==> src/rtl/traffic_light_sequencer.sv <==
// traffic_light_sequencer: main/side-street light controller with a pedestrian
// walk phase. Phases are timed in Tick units. Sensor and WR are sampled only at
// fixed decision edges. WR_Reset hands the walk request back to WalkRegister.
module traffic_light_sequencer #(
  parameter int T_BASE = 6,  // base green duration in ticks (>=1)
  parameter int T_EXT  = 3,  // extension / walk duration in ticks (>=1)
  parameter int T_YEL  = 2,  // yellow duration in ticks (>=1)
  parameter int CNT_W  = 4   // holds max(T_BASE,T_EXT,T_YEL)-1
) (
  input  logic       Clk,
  input  logic       Reset,
  input  logic       Tick,
  input  logic       Sensor,
  input  logic       WR,
  input  logic       Prog_Sync,
  output logic       WR_Reset,
  output logic [2:0] Main_Lights,
  output logic [2:0] Side_Lights,
  output logic       Walk_Lamp,
  output logic [2:0] State_Out
);

  typedef enum logic [2:0] {
    MG1  = 3'd0,
    MG2  = 3'd1,
    MY   = 3'd2,
    WALK = 3'd3,
    SG   = 3'd4,
    SY   = 3'd5
  } state_e;

  // One extra bit so an extended side green (T_BASE+T_EXT) always fits.
  localparam int CW = CNT_W + 1;

  localparam logic [CW-1:0] LD_BASE   = CW'(T_BASE - 1);
  localparam logic [CW-1:0] LD_EXT    = CW'(T_EXT - 1);
  localparam logic [CW-1:0] LD_YEL    = CW'(T_YEL - 1);
  localparam logic [CW-1:0] LD_SG_EXT = CW'(T_BASE + T_EXT - 1);

  // Lamp codes, {R,Y,G}.
  localparam logic [2:0] LAMP_RED = 3'b100;
  localparam logic [2:0] LAMP_YEL = 3'b010;
  localparam logic [2:0] LAMP_GRN = 3'b001;

  state_e          state_q, state_d;
  logic [CW-1:0]   cnt_q, cnt_d;
  logic            wr_reset_q, wr_reset_d;
  logic            state_legal;
  logic [CW-1:0]   sg_load;

  assign state_legal = (state_q <= SY);
  // Side green length is chosen by the sensor level on the SG entry edge.
  assign sg_load     = Sensor ? LD_SG_EXT : LD_BASE;

  // State register: state, phase counter and the walk-clear pulse.
  // NOTE: sequential state uses non-blocking assignments so every flop samples
  // pre-edge values; blocking here would create order-dependent simulation.
  always_ff @(posedge Clk or posedge Reset) begin
    if (Reset) begin
      state_q    <= MG1;
      cnt_q      <= LD_BASE;
      wr_reset_q <= 1'b0;
    end else begin
      state_q    <= state_d;
      cnt_q      <= cnt_d;
      wr_reset_q <= wr_reset_d;
    end
  end

  // Next-state and counter logic: restart strobe first, then illegal-code
  // recovery, then tick-driven countdown and phase transitions.
  // NOTE: every variable gets a default at the top so no path infers a latch.
  always_comb begin
    state_d = state_q;
    cnt_d   = cnt_q;
    if (Prog_Sync || !state_legal) begin
      state_d = MG1;
      cnt_d   = LD_BASE;
    end else if (Tick) begin
      if (cnt_q != '0) begin
        cnt_d = cnt_q - CW'(1);
      end else begin
        case (state_q)
          MG1: begin
            state_d = MG2;
            cnt_d   = Sensor ? LD_EXT : LD_BASE;
          end
          MG2: begin
            state_d = MY;
            cnt_d   = LD_YEL;
          end
          MY: begin
            if (WR) begin
              state_d = WALK;
              cnt_d   = LD_EXT;
            end else begin
              state_d = SG;
              cnt_d   = sg_load;
            end
          end
          WALK: begin
            state_d = SG;
            cnt_d   = sg_load;
          end
          SG: begin
            state_d = SY;
            cnt_d   = LD_YEL;
          end
          SY: begin
            state_d = MG1;
            cnt_d   = LD_BASE;
          end
          default: begin
            state_d = MG1;
            cnt_d   = LD_BASE;
          end
        endcase
      end
    end
    // Clear pulse accompanies only the edge that enters WALK.
    wr_reset_d = (state_d == WALK) && (state_q != WALK);
  end

  // Moore lamp decode; anything unexpected shows all-red on both streets.
  always_comb begin
    Main_Lights = LAMP_RED;
    Side_Lights = LAMP_RED;
    Walk_Lamp   = 1'b0;
    case (state_q)
      MG1, MG2: Main_Lights = LAMP_GRN;
      MY:       Main_Lights = LAMP_YEL;
      WALK:     Walk_Lamp   = 1'b1;
      SG:       Side_Lights = LAMP_GRN;
      SY:       Side_Lights = LAMP_YEL;
      default: begin
        Main_Lights = LAMP_RED;
        Side_Lights = LAMP_RED;
      end
    endcase
  end

  assign WR_Reset  = wr_reset_q;
  assign State_Out = state_q;

endmodule

==> config.mk <==
export PLATFORM = sky130hd
export DESIGN_NAME = traffic_light_sequencer
export DESIGN_NICKNAME = d
export VERILOG_FILES = /design/src/rtl/traffic_light_sequencer.sv
export SDC_FILE = /design/constraint.sdc
export NUM_CORES = 1
export LEC_CHECK = 0
export CELL_PAD_IN_SITES_DETAIL_PLACEMENT = 0
export CELL_PAD_IN_SITES_GLOBAL_PLACEMENT = 1
export CORE_MARGIN = 4
export CORE_UTILIZATION = 34
export DETAILED_ROUTE_END_ITERATION = 16
export HOLD_SLACK_MARGIN = 0.02
export PLACE_DENSITY_LB_ADDON = 0.12
export SYNTH_ARGS = -nofsm -noshare
export SYNTH_HDL_FRONTEND = slang
export SYNTH_SLANG_ARGS = --single-unit
==> constraint.sdc <==
create_clock -name Clk -period 2.2 [get_ports Clk]
set_clock_uncertainty 0.15 [all_clocks]
set_input_delay 0.33 -clock Clk [delete_from_list [all_inputs] [get_ports Clk]]
set_output_delay 0.33 -clock Clk [all_outputs]
set_load 0.02 [all_outputs]
### Yosys cells after proc, flatten, opt, wreduce, memory -nomap -nowiden

Cells that the tools add are included.

| storage, ports and cells | value |
|---|---|
| bits in registers | 9 |
| logic and storage cells | 35 |
| output and inout port bits | 11 |
| bits of input ports | 6 |

| operators by class | value |
|---|---|
| muxes and demuxes | 15 |
| eq/ne operators | 7 |
| add/subtract/negate cells | 1 |
| reductions and logical operators | 8 |
| $lt $le $gt $ge | 1 |

Operators with widths:

| cell | number |
|---|---|
| 4-bit one-hot mux with 4 select lines | 1 |
| 3-bit 2-to-1 mux | 5 |
| 5-bit 2-to-1 mux | 3 |
| 3-bit one-hot mux with 5 select lines | 1 |
| 3-bit one-hot mux with 2 select lines | 2 |
| 3-bit by 2-bit == test with 1-bit output, second input constant | 3 |
| 4-bit 2-to-1 mux | 2 |
| 3-bit == test, second input constant | 2 |
| 5-bit nonzero test | 1 |
| 5-bit by 1-bit subtractor with 5-bit output, second input constant | 1 |
| 2-bit OR reduction | 2 |
| 3-bit by 1-bit == test with 1-bit output, second input constant | 1 |
| 3-bit <= comparator, second input constant | 1 |
| 3-bit zero test | 1 |
| 3-bit by 2-bit inequality test with 1-bit output, second input constant | 1 |
| 2-bit nonzero test | 1 |
| 1-bit logical AND | 1 |
| 1-bit zero test | 1 |
| 1-bit logical OR | 1 |
| 1-bit 2-to-1 mux | 1 |

### Longest topological paths before layout

Gate-level depths: netlist of the first run.

| logic depth | value |
|---|---|
| depth in word-level cells | 7 |
| gate-level depth with buffers | 6 |
| gate-level depth less buffers | 6 |

### Worst setup path before layout of the first run

OpenSTA, ideal clock, no wires.

| timing | value |
|---|---|
| kind | register to register |
| start | register cnt_q[0] |
| end | register cnt_q[3] |
| path buffers | 0 |
| library setup time | 65 ps |
| setup slack | 515 ps |
| cell stages (with the launch flop) | 7 |
| arrival time | 1,470 ps |
| required time | 1,985 ps |
| clock period less this slack | 1,685 ps |
| cells stage by stage | dfstp_2 > inv_1 > ha_1 > nor4b_4 > or3_1 > a21oi_1 > a41o_2 |

| between the ends | value |
|---|---|
| cells in the longest elaborated chain, start to end | 4 |
| elaborated cells between the ends (all ways) | 5 |
| classes of those cells | add/sub (1); mux (3); reduce/logical (1) |

RTL lines:

| what | line | source |
|---|---|---|
| start: declaration | 46 | `logic [CW-1:0] cnt_q, cnt_d;` |
| start signal: assignment | 65 | `cnt_q <= cnt_d;` |
| 5-bit by 1-bit subtractor with 5-bit output or 5-bit nonzero test (tied branches) | 81, 80 |  |
| 5-bit 2-to-1 mux * | 80 | `if (cnt_q != '0) begin` |
| 5-bit 2-to-1 mux * | 79 | `end else if (Tick) begin` |
| 5-bit 2-to-1 mux * | 76 | `if (Prog_Sync \|\| !state_legal) begin` |

Every way passes the cells marked *; elsewhere a longest branch is shown, timed or not. The select of a mux whose other input is x is not followed.
A chain may end at the register's enable or synchronous reset.

### Final worst setup path of the first run

| timing | value |
|---|---|
| start | register state_q[2] (netlist: State_Out[2]) |
| end | output port Walk_Lamp |

| between the ends | value |
|---|---|
| cells in the longest elaborated chain, start to end | 2 |

RTL lines:

| what | line | source |
|---|---|---|
| start: declaration | 45 | `state_e state_q, state_d;` |
| start signal: assignment | 64 | `state_q <= state_d;` |
| 3-bit by 2-bit == test with 1-bit output | 129 | `case (state_q)` |
| 1-bit 2-to-1 mux | 129 |  |
| end: declaration | 19 | `output logic Walk_Lamp,` |

No other way between the ends.

==> results.json, run 1 <==
{
  "num_antenna_cells": 0,
  "start_util_pct": 37.1,
  "cpMaxStageDelayCell": "clkdlybuf4s50_1",
  "worst-path-buf-inv": 1,
  "ant_nets": 0,
  "clkSinkCount": 9,
  "drc": 0,
  "cts_resized": 0,
  "io_buffers": 16,
  "grt_setup_unrepaired": "false",
  "powerDensity_nw_per_um2": 414,
  "end_kind": "output pin",
  "layout-drive-gt1-share_pct": 15.5,
  "syn-instance-count": 77,
  "avgSynthCellArea_um2": 8.60,
  "dr.pass1.iters": 4,
  "max_stage_delay_ns": 0.59,
  "worstPathCellList": "and2b_2 -> and2_1 -> clkdlybuf4s50_1",
  "fp-row-count": 15,
  "worst_pin_slew_ns": 0.505,
  "maxCapViolCount": 0,
  "setup-violations-final": 0,
  "critical_path_class": "flip-flop to output pin",
  "vias": 597,
  "ir_drop_mv": 0.307,
  "setup_slack_ns": 0.117,
  "grt_max_degree": 11,
  "cp_top_family": "buffers and inverters",
  "numCtsBuffers": 3,
  "ys_seq_area_share_pct": 34.4,
  "p_leak_nw": 0.373,
  "drv_slew": 0,
  "clk_pin_slew_ns": 0.06,
  "setup_tns_ns": 0,
  "fmax_mhz": 480,
  "htreeDepth": 1,
  "syn_area_um2": 662,
  "finalHoldViolCount": 0,
  "routed_wl_mm": 1.51,
  "clockBufferDepth": 2,
  "final_cell_mix": "clkdlybuf4s50_1, nor2_1, dfrtp_1, a21oi_1",
  "required_ns": 1.72,
  "area_growth_pct": 31.4,
  "hold_class": "primary input to asynchronous set/reset pin",
  "dp_cells": 118,
  "reg2reg_to": "cnt_q[3]",
  "clk_latency_ns": 0.26,
  "r2r-start": "cnt_q[1]",
  "dpl_worst_slack_ns": 0.167,
  "synth-seq-cells": 9,
  "postCtsHoldBufs": 0,
  "overflow": 0,
  "final_cells": 122,
  "final_common_cell": "clkdlybuf4s50_1",
  "globalplace.congestion": 0.784,
  "period_share_pct": 94.7,
  "synth_nets": 85,
  "vias_per_cell": 4.89,
  "antenna_found_initial": 0,
  "r2r_cells": 6,
  "synth_cell_types": 32,
  "fp.dieW_um": 52.1,
  "ys_warn_count": 0,
  "relSlewSlack_pct": 66.2,
  "crit_fanout": 5,
  "fin_util_pct": 48.8,
  "cts_setup_buffers": 0,
  "die_h_um": 52.1,
  "grt_pass1_wl_mm": 2.60,
  "core_um2": 1780,
  "hold_ws_ns": 0.178,
  "cts_tree": "done",
  "avgRoutedWirePerCell_um": 12.3,
  "fillCellCount": 177,
  "num_io_pins": 17,
  "track_usage_pct": 12.8,
  "start_kind": "flip-flop",
  "drt_iter0_drc": 6,
  "fin_crit_ns": 2.08,
  "crit_arrival_ns": 1.60,
  "clockRootBuffer": "clkbuf_4",
  "die_area_um2": 2720,
  "reg2reg_slack_ns": 0.27,
  "status": "finished clean",
  "dpl.hpwl_mm": 1.16,
  "grt_pass1_vias": 598,
  "nNetsFinal": 106
}
## per-layer routing
metal	global-route usage, %	up-vias	wire length [µm]
met5	0	-	0
met4	1.31	0	0
met3	5.44	0	94
met2	20.5	14	697
met1	16.3	276	713
li1	-	307	-
## layout make-up
class	instances	area (µm²)	area share [%]
clock buffers	4	26.3	3.02
inverters	4	15.0	1.73
multi-input cells	60	379	43.6
flip-flops and latches	9	228	26.2
well taps	25	31.3	3.60
repair buffers	20	190	21.9
## sequential cells by signal, indices dropped and copies added (netlist names)
register,flops
State_Out,3
WR_Reset,1
cnt_q,5
## worst max path at each step
stage	startpoint	depth (start not counted)	to
CTS	State_Out[2]	3	Walk_Lamp
detailed placement	Tick	5	cnt_q[3]
finish	State_Out[2]	3	Walk_Lamp
global route	State_Out[1]	3	Main_Lights[1]
floorplan	cnt_q[0]	6	cnt_q[3]
global placement	Tick	5	cnt_q[3]
## logic make-up (layout without fill, tap and decap cells)
group | count (synthesis) | after routing | share of synthesized area (%)
compound gates | 18 | 18 | 16.6
xor+xnor | 1 | 1 | 1.32
fa+ha+maj | 2 | 2 | 3.78
buf+inv | 8 | 28 | 8.32
flops | 9 | 9 | 34.4
mux | 3 | 3 | 4.54
simple gates | 36 | 36 | 31.0
## report_power, final
group	switching, W	total (W)	internal (W)
clock	0.0000567	0.000126	0.0000698
combinational	0.0000275	0.0000538	0.0000262
sequential	0.00000650	0.000180	0.000173
## through the flow
stage	area (µm²)	total power, W
after floorplan	662	0.000216
after global placement	843	0.000237
after detailed placement	843	0.000237
after CTS	870	0.000367
after global routing	870	0.000383
final	870	0.000360
## worst reg2reg max path: stages, from the launching register on
cell and delay, ns:
dfrtp_1 0.39, inv_1 0.08, ha_1 0.17, nor4b_4 0.45, nand2_1 0.22, nor2_1 0.22
a41o_2 0.21
## Yosys cell counts
library cell / count / area share (%)
nor3_1: 6 / 4.5
o21bai_1: 1 / 1.1
a22oi_1: 1 / 1.1
dfrtp_1: 7 / 26
a41o_2: 1 / 1.7
nand4_1: 1 / 0.95
and3_1: 1 / 0.95
a21o_1: 1 / 1.1
nor2_1: 10 / 5.7
inv_1: 4 / 2.3
a21oi_1: 7 / 5.3
nand2b_1: 2 / 1.9
clkbuf_8: 1 / 2.1
o21ai_0: 4 / 3.0
dfstp_2: 2 / 7.9
xnor2_1: 1 / 1.3
or2b_2: 1 / 1.3
buf_6: 2 / 3.4
and2_1: 2 / 1.9
or3_1: 1 / 0.95
nor4b_4: 1 / 3.6
mux2i_1: 3 / 4.5
a21o_2: 1 / 1.3
or4b_1: 1 / 1.5
nand2_1: 6 / 3.4
ha_1: 2 / 3.8
o22ai_1: 1 / 0.95
a31oi_1: 1 / 0.95
clkbuf_1: 1 / 0.57
and2b_2: 2 / 2.6
nand3_1: 1 / 0.76
nor2b_1: 1 / 0.95
Power figures use the tool's default switching activity.
==> run 2: changes to the inputs <==
- CAP_MARGIN: not set -> 20
==> results of run 2 <==
No change in the layout: final DEF, timing and power equal those of run 1.
